==> src/rtl/alu_arbiter.sv <==
// Two-requester round-robin front end for a shared multi-cycle ALU.
// Holds one operation in flight, captures its result ALU_LAT edges after issue and holds it until the consumer takes it.
module alu_arbiter #(
  parameter int unsigned ALU_LAT = 1
) (
  input  logic        clk,
  input  logic        rst,
  input  logic [1:0]  req_valid,
  output logic [1:0]  req_ready,
  input  logic [7:0]  req_op,
  input  logic [47:0] req_src,
  input  logic [5:0]  req_flags,
  output logic [3:0]  alu_op_code,
  output logic [7:0]  alu_src1,
  output logic [7:0]  alu_src2,
  output logic [7:0]  alu_src3,
  output logic        alu_srcCy,
  output logic        alu_srcAc,
  output logic        alu_bit_in,
  input  logic [7:0]  alu_des1,
  input  logic [7:0]  alu_des2,
  input  logic [7:0]  alu_des_acc,
  input  logic        alu_desCy,
  input  logic        alu_desAc,
  input  logic        alu_desOv,
  output logic        rsp_valid,
  input  logic        rsp_ready,
  output logic        rsp_id,
  output logic [7:0]  rsp_des1,
  output logic [7:0]  rsp_des2,
  output logic [7:0]  rsp_acc,
  output logic [2:0]  rsp_flags,
  output logic        busy
);

  localparam int unsigned CNT_W = 4;

  typedef enum logic [1:0] {
    IDLE = 2'd0,
    EXEC = 2'd1,
    RESP = 2'd2
  } state_t;

  state_t             state_q, state_d;
  logic               rr_q, rr_d;
  logic [CNT_W-1:0]   cnt_q, cnt_d;
  logic [3:0]         op_q, op_d;
  logic [23:0]        src_q, src_d;
  logic [2:0]         flags_q, flags_d;
  logic               rsp_id_q, rsp_id_d;
  logic [7:0]         des1_q, des1_d;
  logic [7:0]         des2_q, des2_d;
  logic [7:0]         acc_q, acc_d;
  logic [2:0]         rflags_q, rflags_d;
  logic               rsp_valid_q, rsp_valid_d;
  logic               busy_q, busy_d;

  logic [1:0]         grant_c;
  logic               accept_c;
  logic               sel_c;

  // Grant only in IDLE and out of reset; on a tie the requester not served last wins.
  always_comb begin
    grant_c = 2'b00;
    if (rst && (state_q == IDLE)) begin
      unique case (req_valid)
        2'b01:   grant_c = 2'b01;
        2'b10:   grant_c = 2'b10;
        2'b11:   grant_c = rr_q ? 2'b01 : 2'b10;
        default: grant_c = 2'b00;
      endcase
    end
  end

  assign accept_c  = |(req_valid & grant_c);
  assign sel_c     = grant_c[1];
  assign req_ready = grant_c;

  // Next-state and datapath update.
  always_comb begin
    state_d  = state_q;
    rr_d     = rr_q;
    cnt_d    = cnt_q;
    op_d     = op_q;
    src_d    = src_q;
    flags_d  = flags_q;
    rsp_id_d = rsp_id_q;
    des1_d   = des1_q;
    des2_d   = des2_q;
    acc_d    = acc_q;
    rflags_d = rflags_q;

    unique case (state_q)
      IDLE: begin
        if (accept_c) begin
          op_d     = sel_c ? req_op[7:4]      : req_op[3:0];
          src_d    = sel_c ? req_src[47:24]   : req_src[23:0];
          flags_d  = sel_c ? req_flags[5:3]   : req_flags[2:0];
          rsp_id_d = sel_c;
          rr_d     = sel_c;
          cnt_d    = CNT_W'(ALU_LAT);
          state_d  = EXEC;
        end
      end
      EXEC: begin
        cnt_d = cnt_q - CNT_W'(1);
        if (cnt_q == CNT_W'(1)) begin
          des1_d   = alu_des1;
          des2_d   = alu_des2;
          acc_d    = alu_des_acc;
          rflags_d = {alu_desOv, alu_desAc, alu_desCy};
          state_d  = RESP;
        end
      end
      RESP: begin
        if (rsp_ready) begin
          state_d = IDLE;
        end
      end
      default: state_d = IDLE;
    endcase

    rsp_valid_d = (state_d == RESP);
    busy_d      = (state_d != IDLE);
  end

  always_ff @(posedge clk or negedge rst) begin
    if (!rst) begin
      state_q     <= IDLE;
      rr_q        <= 1'b1;
      cnt_q       <= '0;
      op_q        <= '0;
      src_q       <= '0;
      flags_q     <= '0;
      rsp_id_q    <= 1'b0;
      des1_q      <= '0;
      des2_q      <= '0;
      acc_q       <= '0;
      rflags_q    <= '0;
      rsp_valid_q <= 1'b0;
      busy_q      <= 1'b0;
    end else begin
      state_q     <= state_d;
      rr_q        <= rr_d;
      cnt_q       <= cnt_d;
      op_q        <= op_d;
      src_q       <= src_d;
      flags_q     <= flags_d;
      rsp_id_q    <= rsp_id_d;
      des1_q      <= des1_d;
      des2_q      <= des2_d;
      acc_q       <= acc_d;
      rflags_q    <= rflags_d;
      rsp_valid_q <= rsp_valid_d;
      busy_q      <= busy_d;
    end
  end

  assign alu_op_code = op_q;
  assign alu_src1    = src_q[7:0];
  assign alu_src2    = src_q[15:8];
  assign alu_src3    = src_q[23:16];
  assign alu_srcCy   = flags_q[0];
  assign alu_srcAc   = flags_q[1];
  assign alu_bit_in  = flags_q[2];
  assign rsp_valid   = rsp_valid_q;
  assign rsp_id      = rsp_id_q;
  assign rsp_des1    = des1_q;
  assign rsp_des2    = des2_q;
  assign rsp_acc     = acc_q;
  assign rsp_flags   = rflags_q;
  assign busy        = busy_q;

endmodule
==> config.mk <==
export PLATFORM = sky130hd
export DESIGN_NAME = alu_arbiter
export DESIGN_NICKNAME = d
export VERILOG_FILES = /design/src/rtl/alu_arbiter.sv
export SDC_FILE = /design/constraint.sdc
export NUM_CORES = 1
export LEC_CHECK = 0
export CAP_MARGIN = 40
export CORE_MARGIN = 1.5
export CORE_UTILIZATION = 40
export CTS_CLUSTER_DIAMETER = 120
export DETAILED_ROUTE_END_ITERATION = 6
export PLACE_DENSITY = 0.81
export SLEW_MARGIN = 30
export SYNTH_ARGS = -nofsm -noshare
export SYNTH_HDL_FRONTEND = slang
export SYNTH_SLANG_ARGS = --single-unit
==> constraint.sdc <==
create_clock -name clk -period 2 [get_ports clk]
set_input_delay 0.3 -clock clk [delete_from_list [all_inputs] [get_ports clk]]
set_output_delay 0.3 -clock clk [all_outputs]
set_load 0.02 [all_outputs]
**Word-level counts from Yosys, hierarchy flattened**

Index checks and enable logic that the tools add are counted.

- Flip-flop bits (word level): 68
- Input port bits: 94
- Logic and storage cells: 43
- Output and inout port bits: 63

- Bitwise logic cells: 1
- Add/sub/neg operators: 1
- Reduce and logical (&&, ||, !) cells: 8
- Equal/unequal tests: 8
- Muxes and demuxes: 12

Operator list:

| cell | number |
|---|---|
| 24-bit 2-to-1 mux | 1 |
| 2-bit case mux with 3 select lines | 2 |
| 2-bit 2-to-1 mux | 5 |
| 2-bit equality test (second input constant) | 4 |
| 4-bit 2-to-1 mux | 2 |
| 4-bit case mux with 2 select lines | 1 |
| 2-bit AND reduction | 3 |
| 2-bit by 1-bit equality test with 1-bit output (second input constant) | 2 |
| 4-bit by 1-bit equality test with 1-bit output (second input constant) | 1 |
| 2-bit nonzero test | 2 |
| 4-bit by 1-bit subtractor with 4-bit output (second input constant) | 1 |
| 3-bit 2-to-1 mux | 1 |
| 2-bit bitwise AND | 1 |
| 2-bit zero test | 1 |
| 2-bit != test (second input constant) | 1 |
| 2-bit OR reduction | 1 |
| 1-bit logical AND | 1 |

**Longest topological paths before layout**

Gate-level depths: netlist of the first run.

- Word-level depth: 8
- Gate-level depth with buffers: 7

**Worst setup path after synthesis of the first run**

Ideal clock, no wire load.

- Kind: register to output
- Start: register state_q[0]
- End: output port req_ready[0]
- Required time: 1.700 ns
- Slack: 0.327 ns
- Stages on the path, launching flop included: 5
- Arrival: 1.373 ns
- Path through: dfrtp_1 or3b_1 buf_6 buf_6 nor2_1

- Longest elaborated chain between the ends: 3

Ends and longest elaborated chain:

| element | line | RTL |
|---|---|---|
| start: declaration | 44 | `state_t state_q, state_d;` |
| start signal: assignment | 143 | `state_q <= state_d;` |
| 2-bit zero test | 65 | `if (rst && (state_q == IDLE)) begin` |
| 1-bit logical AND | 65 |  |
| 2-bit 2-to-1 mux | 65 |  |
| end: declaration | 9 | `output logic [1:0] req_ready,` |

No other way between the ends.

**Final worst setup path of the first run**

- Start: register state_q[0]
- End: output port req_ready[1]

Same word-level chain as after synthesis.

==> flow_metrics.tcl, run 1 <==
set metrics [dict create \
    synth_edf_count 0 \
    synth_common_cells "dfrtp_1 (67), a21oi_1 (33), a31oi_1 (32), nand3_1 (32), o21ai_1 (28)" \
    yosys_warnings 0 \
    worstSetupEndpoint "req_ready[1]" \
    synth_top_family_by_area "compound AO/OA/AOI/OAI gates" \
    ios 157 \
    cts.path.max_buffers 2 \
    drv_slew 0 \
    hold_buffers 0 \
    cp.arrival_ps 1540 \
    hp-class "in -> async" \
    slew_headroom 0.688 \
    fin_crit_ps 1840 \
    maxCapViolCount 0 \
    ys.flop_type "dfrtp_1" \
    clock_skew_ps 9.65 \
    crit_path_start "state_q[0]" \
    synth-adder-area-share 0.00796 \
    n_antenna_cell 0 \
    firstDrtPassIters 4 \
    path_class "reg -> out" \
    required_ps 1700 \
    yosys.area_share.simple 0.0932 \
    cts_tree "built" \
    outcome "finished clean" \
    fin_nets 540 \
    p_per_area_nw_per_um2 1540 \
    wl_um 8890 \
    setup_viol 0 \
    rsz0062_at_grt "no" \
    hold_viol_final 0 \
    htreeDepth 3 \
    met1_usage 0.267 \
    initial_core_util 0.411 \
    tightest_slew_ps 466 \
    grt-busiest-layer "met2" \
    grt_overflow 0 \
    syn_nets 380 \
    p_leak_nw 2.04 \
    clkSlewWorstSetupHoldPaths_ps 80 \
    synth_compound_area_frac 0.183 \
    synth.most_common_cell "dfrtp_1" \
    synthCells 284 \
    synth-xor-area-share 0.00279 \
    area_growth_pct 61.3 \
    grt_use_met3 0.0539 \
    avgRoutedWirePerCell_um 16.1 \
    grt_max_degree 69 \
    fmax_mhz 545 \
    io_buffers 156 \
    die_width_um 91.6 \
    peakVddDrop_mv 0.630 \
    reg2reg_to "rsp_acc[5]" \
    die_h_um 91.6 \
    cp-start-kind "register" \
    place_area_um2 4860 \
    gp_congestion 0.765 \
    insertion_delay_ps 330 \
    rr_worst_depth 5 \
    viasPerCell 5.34 \
    via_count 2945 \
    ys_seq_area_frac 0.542 \
    critPathCaptureType "output pin" \
    syn_avg_cell_area_um2 11.1 \
    met2_usage 0.354 \
    ys_ff_latch 68 \
    grt_pass1_vias 2923 \
    cts.sinks 68 \
    track_usage 0.215 \
    async_flop_share 1.00 \
    synthesis.area_um2 3140 \
    synth_cell_types 36 \
    cts_root_buf "clkbuf_8" \
    synth_top_area_share 0.533 \
    layout.cells.non_filler 551 \
    rrSetupSlack_ps 320 \
    design_area_um2 5070 \
    grt_antenna_before_repair 0 \
    dp_cells 534 \
    yosys-mux-area-fraction 0.109 \
    cp_max_fo 4 \
    row_count 32 \
    antenna_left 0 \
    drc_errors 0 \
    dp_hpwl_um 6290 \
    cts_inserted_buffers 9 \
    coreArea_um2 7650 \
    rr_startpoint "cnt_q[0]" \
    dieArea_um2 8400 \
    ys_top_cells_by_area "dfrtp_1 (53%), mux2_2 (6.8%), a31oi_1 (6.4%)" \
    period_share 0.918 \
    layout-drive-gt1-share 0.163 \
    grt_pass1_wl_um 14200 \
    initialDrtViolationCount 110 \
    yosys.area.top_type "dfrtp_1" \
]
==> layout make-up <==
cell class | instances | area (um2)
tap | 102 | 128
fill | 608 | 2580
sequential | 68 | 1700
multi-input combinational | 186 | 1250
clock buffer | 12 | 155
timing repair buffer | 176 | 1770
inverter | 3 | 11.3
clock inverter | 4 | 47.5
==> how the worst min path moves through the flow <==
stage	endpoint	from	cells past startpoint	slack, ps
after floorplan	alu_op_code[0]	rst	0	4
after detailed placement	cnt_q[3]	cnt_q[3]	1	480
after global placement	rsp_id	rsp_id	1	460
after CTS	rsp_des1[2]	rst	3	330
final	src_q[22]	rst	3	150
after global routing	src_q[20]	rst	3	180
==> kinds of logic after synthesis <==
logic type               after synthesis
flip-flops                            68
AND/OR/NAND/NOR                       51
XOR/XNOR                               1
multiplexers                          28
AO/OA/AOI/OAI                        104
buffers and inverters                 30
adder cells (fa/ha/maj)                2
==> power breakdown <==
part	internal, mW	leakage, nW	switching, mW
Combinational	2.13	1.16	2.06
Sequential	2.08	0.779	0.383
Clock	0.641	0.102	0.510
==> per-stage QoR <==
stage | total power, mW | TNS [ps] | hold WS (ps) | utilization | worst slack, ps
floorplan | 4.77 | 0 | 4.41 | - | 327
global placement | 6.57 | -26.7 | 458 | 0.635 | -26.7
detailed placement | 6.70 | -56.7 | 479 | 0.635 | -30.0
CTS | 7.86 | 0 | 331 | 0.662 | 8.75
global route | 8.24 | 0 | 180 | 0.663 | 91.7
finish | 7.80 | 0 | 154 | 0.663 | 165
==> repair_timing <==
item	CTS	global route
cloned	0	0
setup endpoints to repair	2	2
hold endpoints to repair	0	0
gates resized for setup	3	3
buffers inserted	0	0
==> worst max-delay path, stage by stage, from the launching register on <==
cell      delay (ps)
dfrtp_1          380
or3b_1           480
nor2_4           150
clkbuf_2         180
==> cells in the final DEF, fill, tap and decap left out, types with 2 or more instances in the layout <==
master and n:
nand3_1 32, nor2_1 3, o21ai_0 6, ha_1 2, buf_4 14, mux2_2 19, clkbuf_2 2, a31oi_1 32
inv_1 3, o21ai_1 28, buf_12 6, a21oi_1 33, dfrtp_1 67, clkdlybuf4s50_1 153, mux2_4 8, clkinv_2 2
nand2_1 5, clkbuf_8 11
==> sequential cells by signal, indices dropped and copies added (netlist names), 2 cells and up <==
| name | cells |
|---|---|
| src_q | 24 |
| rsp_acc | 8 |
| rsp_des1 | 8 |
| rsp_des2 | 8 |
| alu_op_code | 4 |
| cnt_q | 4 |
| flags_q | 3 |
| rsp_flags | 3 |
| state_q | 2 |
==> per-layer routing <==
metal	wire length [um]	share of wire
met1	3700	0.42
met2	4350	0.49
met3	616	0.069
met4	228	0.026
met5	0	0
Note: power is estimated with default switching activity, not from simulation.
==> run 2, diff against run 1 <==
--- a/config.mk
+++ b/config.mk
@@ -10,4 +10,5 @@
 export CORE_UTILIZATION = 40
 export CTS_CLUSTER_DIAMETER = 120
+export CTS_CLUSTER_SIZE = 28
 export DETAILED_ROUTE_END_ITERATION = 6
 export PLACE_DENSITY = 0.81
==> constraint.sdc (replaced) <==
create_clock -name clk -period 2 [get_ports clk]
set_input_delay 0.3 -clock clk [delete_from_list [all_inputs] [get_ports clk]]
set_output_delay 0.3 -clock clk [all_outputs]
set_load 0.005 [all_outputs]
==> flow_metrics.tcl, run 2 (synthesized netlist as in run 1, its figures left out) <==
set metrics [dict create \
    outcome "finished clean" \
    initialDrtViolationCount 87 \
    design_area_um2 5010 \
    setup_tns_ps 0 \
    critPathCaptureType "output pin" \
    crit_chain "or3b_4, nor2_4, dlygate4sd2_1" \
    rsz0062_at_grt "no" \
    p_per_area_nw_per_um2 1390 \
    cp-start-kind "register" \
    holdWs_ps 59.5 \
    cpPeakStageDelay_ps 440 \
    rrSetupSlack_ps 340 \
    crit_family "simple AND/OR/NAND/NOR gates" \
    period_share 0.909 \
    track_usage 0.219 \
    grt_max_degree 37 \
    reg2reg_to "src_q[0]" \
    slew_headroom 0.701 \
    cts_tree "built" \
    worst_slack_ps 182 \
    drc_errors 0 \
    ios 157 \
    rr_startpoint "state_q[0]" \
    required_ps 1700 \
    dp_slack_ps 59.4 \
    setup_viol 0 \
    fin_nets 538 \
    clock_skew_ps 11.8 \
    row_count 32 \
    tightest_slew_ps 449 \
    viasPerCell 5.24 \
    io_buffers 156 \
    htreeDepth 3 \
    insertion_delay_ps 330 \
    place_area_um2 4830 \
    nFillCells 595 \
    initial_core_util 0.411 \
    regArea_um2 1700 \
    grt_overflow 0 \
    antenna_left 0 \
    fmax_mhz 550 \
    avgRoutedWirePerCell_um 16.4 \
    layout.cells.non_filler 549 \
    grt_pass1_wl_um 14400 \
    wl_um 8980 \
    hold_viol_final 0 \
    cts.sinks 68 \
    mostFrequentLayoutCells "clkdlybuf4s50_1 (153), dfrtp_1 (67), a21oi_1 (33)" \
    top_register "src_q" \
    largest_register_ffs 24 \
    via_count 2875 \
    fin_crit_ps 1820 \
    p_leak_nw 2.02 \
    grt_antenna_before_repair 0 \
    path_buf_inv 1 \
    die_h_um 91.6 \
    cts_setup_buffers 0 \
    cp_max_fo 4 \
    dp_hpwl_um 6520 \
    hp-class "in -> async" \
    critPathSlowestCell "or3b_4" \
    n_antenna_cell 0 \
    final_common_cell "clkdlybuf4s50_1" \
    path_class "reg -> out" \
    layout-drive-gt1-share 0.154 \
    rr_worst_depth 5 \
    cts.path.max_buffers 2 \
    peakVddDrop_mv 0.502 \
    dp_cells 533 \
    grt_pass1_vias 2972 \
    final_core_util 0.655 \
    dieArea_um2 8400 \
    drv_slew 0 \
    gp_congestion 0.745 \
    cts_inserted_buffers 9 \
    coreArea_um2 7650 \
    area_growth_pct 59.4 \
    maxCapViolCount 0 \
    clkSlewWorstSetupHoldPaths_ps 80 \
    firstDrtPassIters 4 \
    die_width_um 91.6 \
    cts_root_buf "clkbuf_8" \
    total_power_mw 6.94 \
    cp.arrival_ps 1520 \
    hold_buffers 0 \
    multi_input_area_um2 1260 \
]
==> run 2: cell types whose count changed in the layout (fill, tap and decap cells not counted) <==
cell	delta
dlygate4sd2_1	+2
clkbuf_1	+1
clkbuf_8	-2
clkinv_2	+1
or3b_4	+1
buf_4	+1
or3b_1	-1
clkbuf_2	-2
buf_12	-3
==> run 2: what timing repair did <==
action                                  4_1_cts  5_1_grt
resized for setup                             3        0
hold endpoints to repair                      0        0
endpoints found under the setup margin        2        0
==> run 2: how the worst max path moves through the flow <==
stage | from | end | depth (start not counted)
2_1_floorplan | cnt_q[1] | rsp_acc[6] | 7
3_3_place_gp | req_valid[1] | req_ready[1] | 4
3_5_place_dp | req_valid[1] | req_ready[1] | 4
4_1_cts | state_q[0] | req_ready[1] | 3
5_1_grt | state_q[0] | req_ready[1] | 3
6_report | state_q[0] | req_ready[1] | 3
==> run 2: power breakdown <==
group          leakage [nW]  total, mW  switching [mW]  internal (mW)
combinational          1.15       3.41            1.35           2.07
sequential            0.779       2.45           0.378           2.08
clock                0.0931       1.07           0.504          0.571
total                  2.02       6.94            2.23           4.71
==> run 2: per-layer routing <==
layer | vias to the layer above | part of all wire | track usage
met5 | - | 0 | 0
met4 | 0 | 0.0087 | 0.0755
met3 | 8 | 0.080 | 0.0614
met2 | 140 | 0.50 | 0.382
met1 | 1369 | 0.41 | 0.257
li1 | 1358 | - | -
==> run 2: final cells by class <==
cell class,count,area share
Clock inverter,5,0.0105
Sequential cell,68,0.340
Tap cell,102,0.0255
Clock buffer,11,0.0262
Inverter,3,0.00225
Timing Repair Buffer,174,0.345
Multi-Input combinational cell,186,0.251
==> run 3, diff against run 2 <==
Settings changed: CORE_MARGIN 1.5 to 1, CORE_UTILIZATION 40 to 38, PLACE_DENSITY 0.81 to 0.78.
==> flow_metrics.tcl, run 3 (synthesized netlist as in run 1, its figures left out) <==
set metrics [dict create \
    outcome "finished clean" \
    p_leak_nw 2.01 \
    slew_headroom 0.687 \
    clkSlewWorstSetupHoldPaths_ps 80 \
    cp.arrival_ps 1550 \
    reg2reg_to "cnt_q[1]" \
    cts.sinks 68 \
    cts_inserted_buffers 9 \
    tightest_slew_ps 469 \
    period_share 0.926 \
    setup_viol 0 \
    cts_tree "built" \
    htreeDepth 3 \
    antenna_left 0 \
    ios 157 \
    n_antenna_cell 0 \
    required_ps 1700 \
    dp_hpwl_um 6340 \
    cp-start-kind "register" \
    grt_pass1_vias 2844 \
    avgRoutedWirePerCell_um 16.3 \
    largest_register_ffs 24 \
    die_width_um 92.9 \
    via_count 2851 \
    critPathSlowestCell "or3b_4" \
    crit_path_start "state_q[1]" \
    cp_max_fo 4 \
    rsz0062_at_grt "no" \
    setup_tns_ps 0 \
    critPathCaptureType "output pin" \
    worstSetupEndpoint "req_ready[1]" \
    layout-drive-gt1-share 0.149 \
    grt_max_degree 43 \
    track_usage 0.208 \
    coreArea_um2 7850 \
    top_register "src_q" \
    initialDrtViolationCount 138 \
    dieArea_um2 8640 \
    dp_cells 529 \
    mostFrequentLayoutCells "clkdlybuf4s50_1 (153), dfrtp_1 (67), a21oi_1 (33)" \
    viasPerCell 5.22 \
    path_buf_inv 1 \
    grt_pass1_wl_um 14000 \
    initial_core_util 0.401 \
    crit_family "simple AND/OR/NAND/NOR gates" \
    cpPeakStageDelay_ps 450 \
    fmax_mhz 540 \
    path_class "reg -> out" \
    fin_crit_ps 1850 \
    insertion_delay_ps 340 \
    fin_nets 535 \
    maxCapViolCount 0 \
    path_depth 3 \
    firstDrtPassIters 4 \
    die_h_um 92.9 \
    hold_viol_final 0 \
    drv_slew 0 \
    final_common_cell "clkdlybuf4s50_1" \
    total_power_mw 6.96 \
    cts.path.max_buffers 2 \
    rr_startpoint "state_q[1]" \
    cts_root_buf "clkbuf_8" \
    row_count 32 \
    crit_chain "or3b_4, nor2_4, dlygate4sd2_1" \
    dp_slack_ps 16.8 \
    drc_errors 0 \
    grt_antenna_before_repair 0 \
    area_growth_pct 59.7 \
    gp_congestion 0.765 \
    hp-class "reg -> reg" \
    peakVddDrop_mv 0.513 \
    worst_slack_ps 148 \
    p_per_area_nw_per_um2 1390 \
    rr_worst_depth 4 \
    rrSetupSlack_ps 200 \
    grt_overflow 0 \
    clock_skew_ps 11.2 \
    io_buffers 156 \
    cts_setup_buffers 0 \
    wl_um 8890 \
    layout.cells.non_filler 546 \
    final_core_util 0.640 \
]
-- run 3: cell count changes in the layout (fill, tap and decap cells not counted) --
cell           before  now
clkbuf_8            9   10
clkbuf_1            2    1
clkinv_4            0    1
buf_12              3    4
clkinv_2            3    1
inv_6               0    1
dlygate4sd3_1       0    1
buf_4              15   10
-- run 3: how the worst min path moves through the flow --
stage,from,endpoint,depth (start not counted)
3_5_place_dp,rst,rsp_acc[6],2
5_1_grt,rsp_id,rsp_id,1
3_3_place_gp,rsp_id,rsp_id,1
6_report,rsp_id,rsp_id,1
2_1_floorplan,rst,alu_op_code[0],0
4_1_cts,rsp_id,rsp_id,1
-- run 3: what timing repair did --
action,CTS,global route
hold buffers,1,0
endpoints found under the setup margin,2,0
hold endpoints to repair,19,0
resized for setup,3,0
-- run 3: layer usage --
metal / share of wire / global-route usage / up-vias
li1: - / - / 1357
met1: 0.44 / 0.265 / 1353
met2: 0.48 / 0.347 / 130
met3: 0.074 / 0.0443 / 11
met4: 0.012 / 0.0795 / 0
met5: 0 / 0 / -
-- run 3: worst reg2reg max path, stage by stage (launching register included) --
cell,delay [ps]
dfrtp_1,400
or3b_4,450
buf_4,220
nor2_8,420
o22ai_1,170
-- run 3: stage by stage --
step | instance area, um2 | hold slack, ps
global placement | 4790 | 463
global route | 5020 | 514
finish | 5020 | 480
detailed placement | 4810 | 356
CTS | 5020 | 483
floorplan | 3140 | 4.41
-- run 3: report_power, final --
group | switching, mW | internal (mW) | leakage, nW | total [mW]
sequential | 0.370 | 2.07 | 0.779 | 2.44
clock | 0.516 | 0.615 | 0.0999 | 1.13
combinational | 1.34 | 2.05 | 1.13 | 3.39
total | 2.22 | 4.74 | 2.01 | 6.96
-- run 3: area by class of cell --
cell class | instances | area [um2]
Fill cell | 657 | 2830
Timing Repair Buffer | 171 | 1720
Sequential cell | 68 | 1700
Multi-Input combinational cell | 186 | 1260
Clock buffer | 11 | 141
Tap cell | 102 | 128
Clock inverter | 5 | 60.1
Inverter | 3 | 11.3
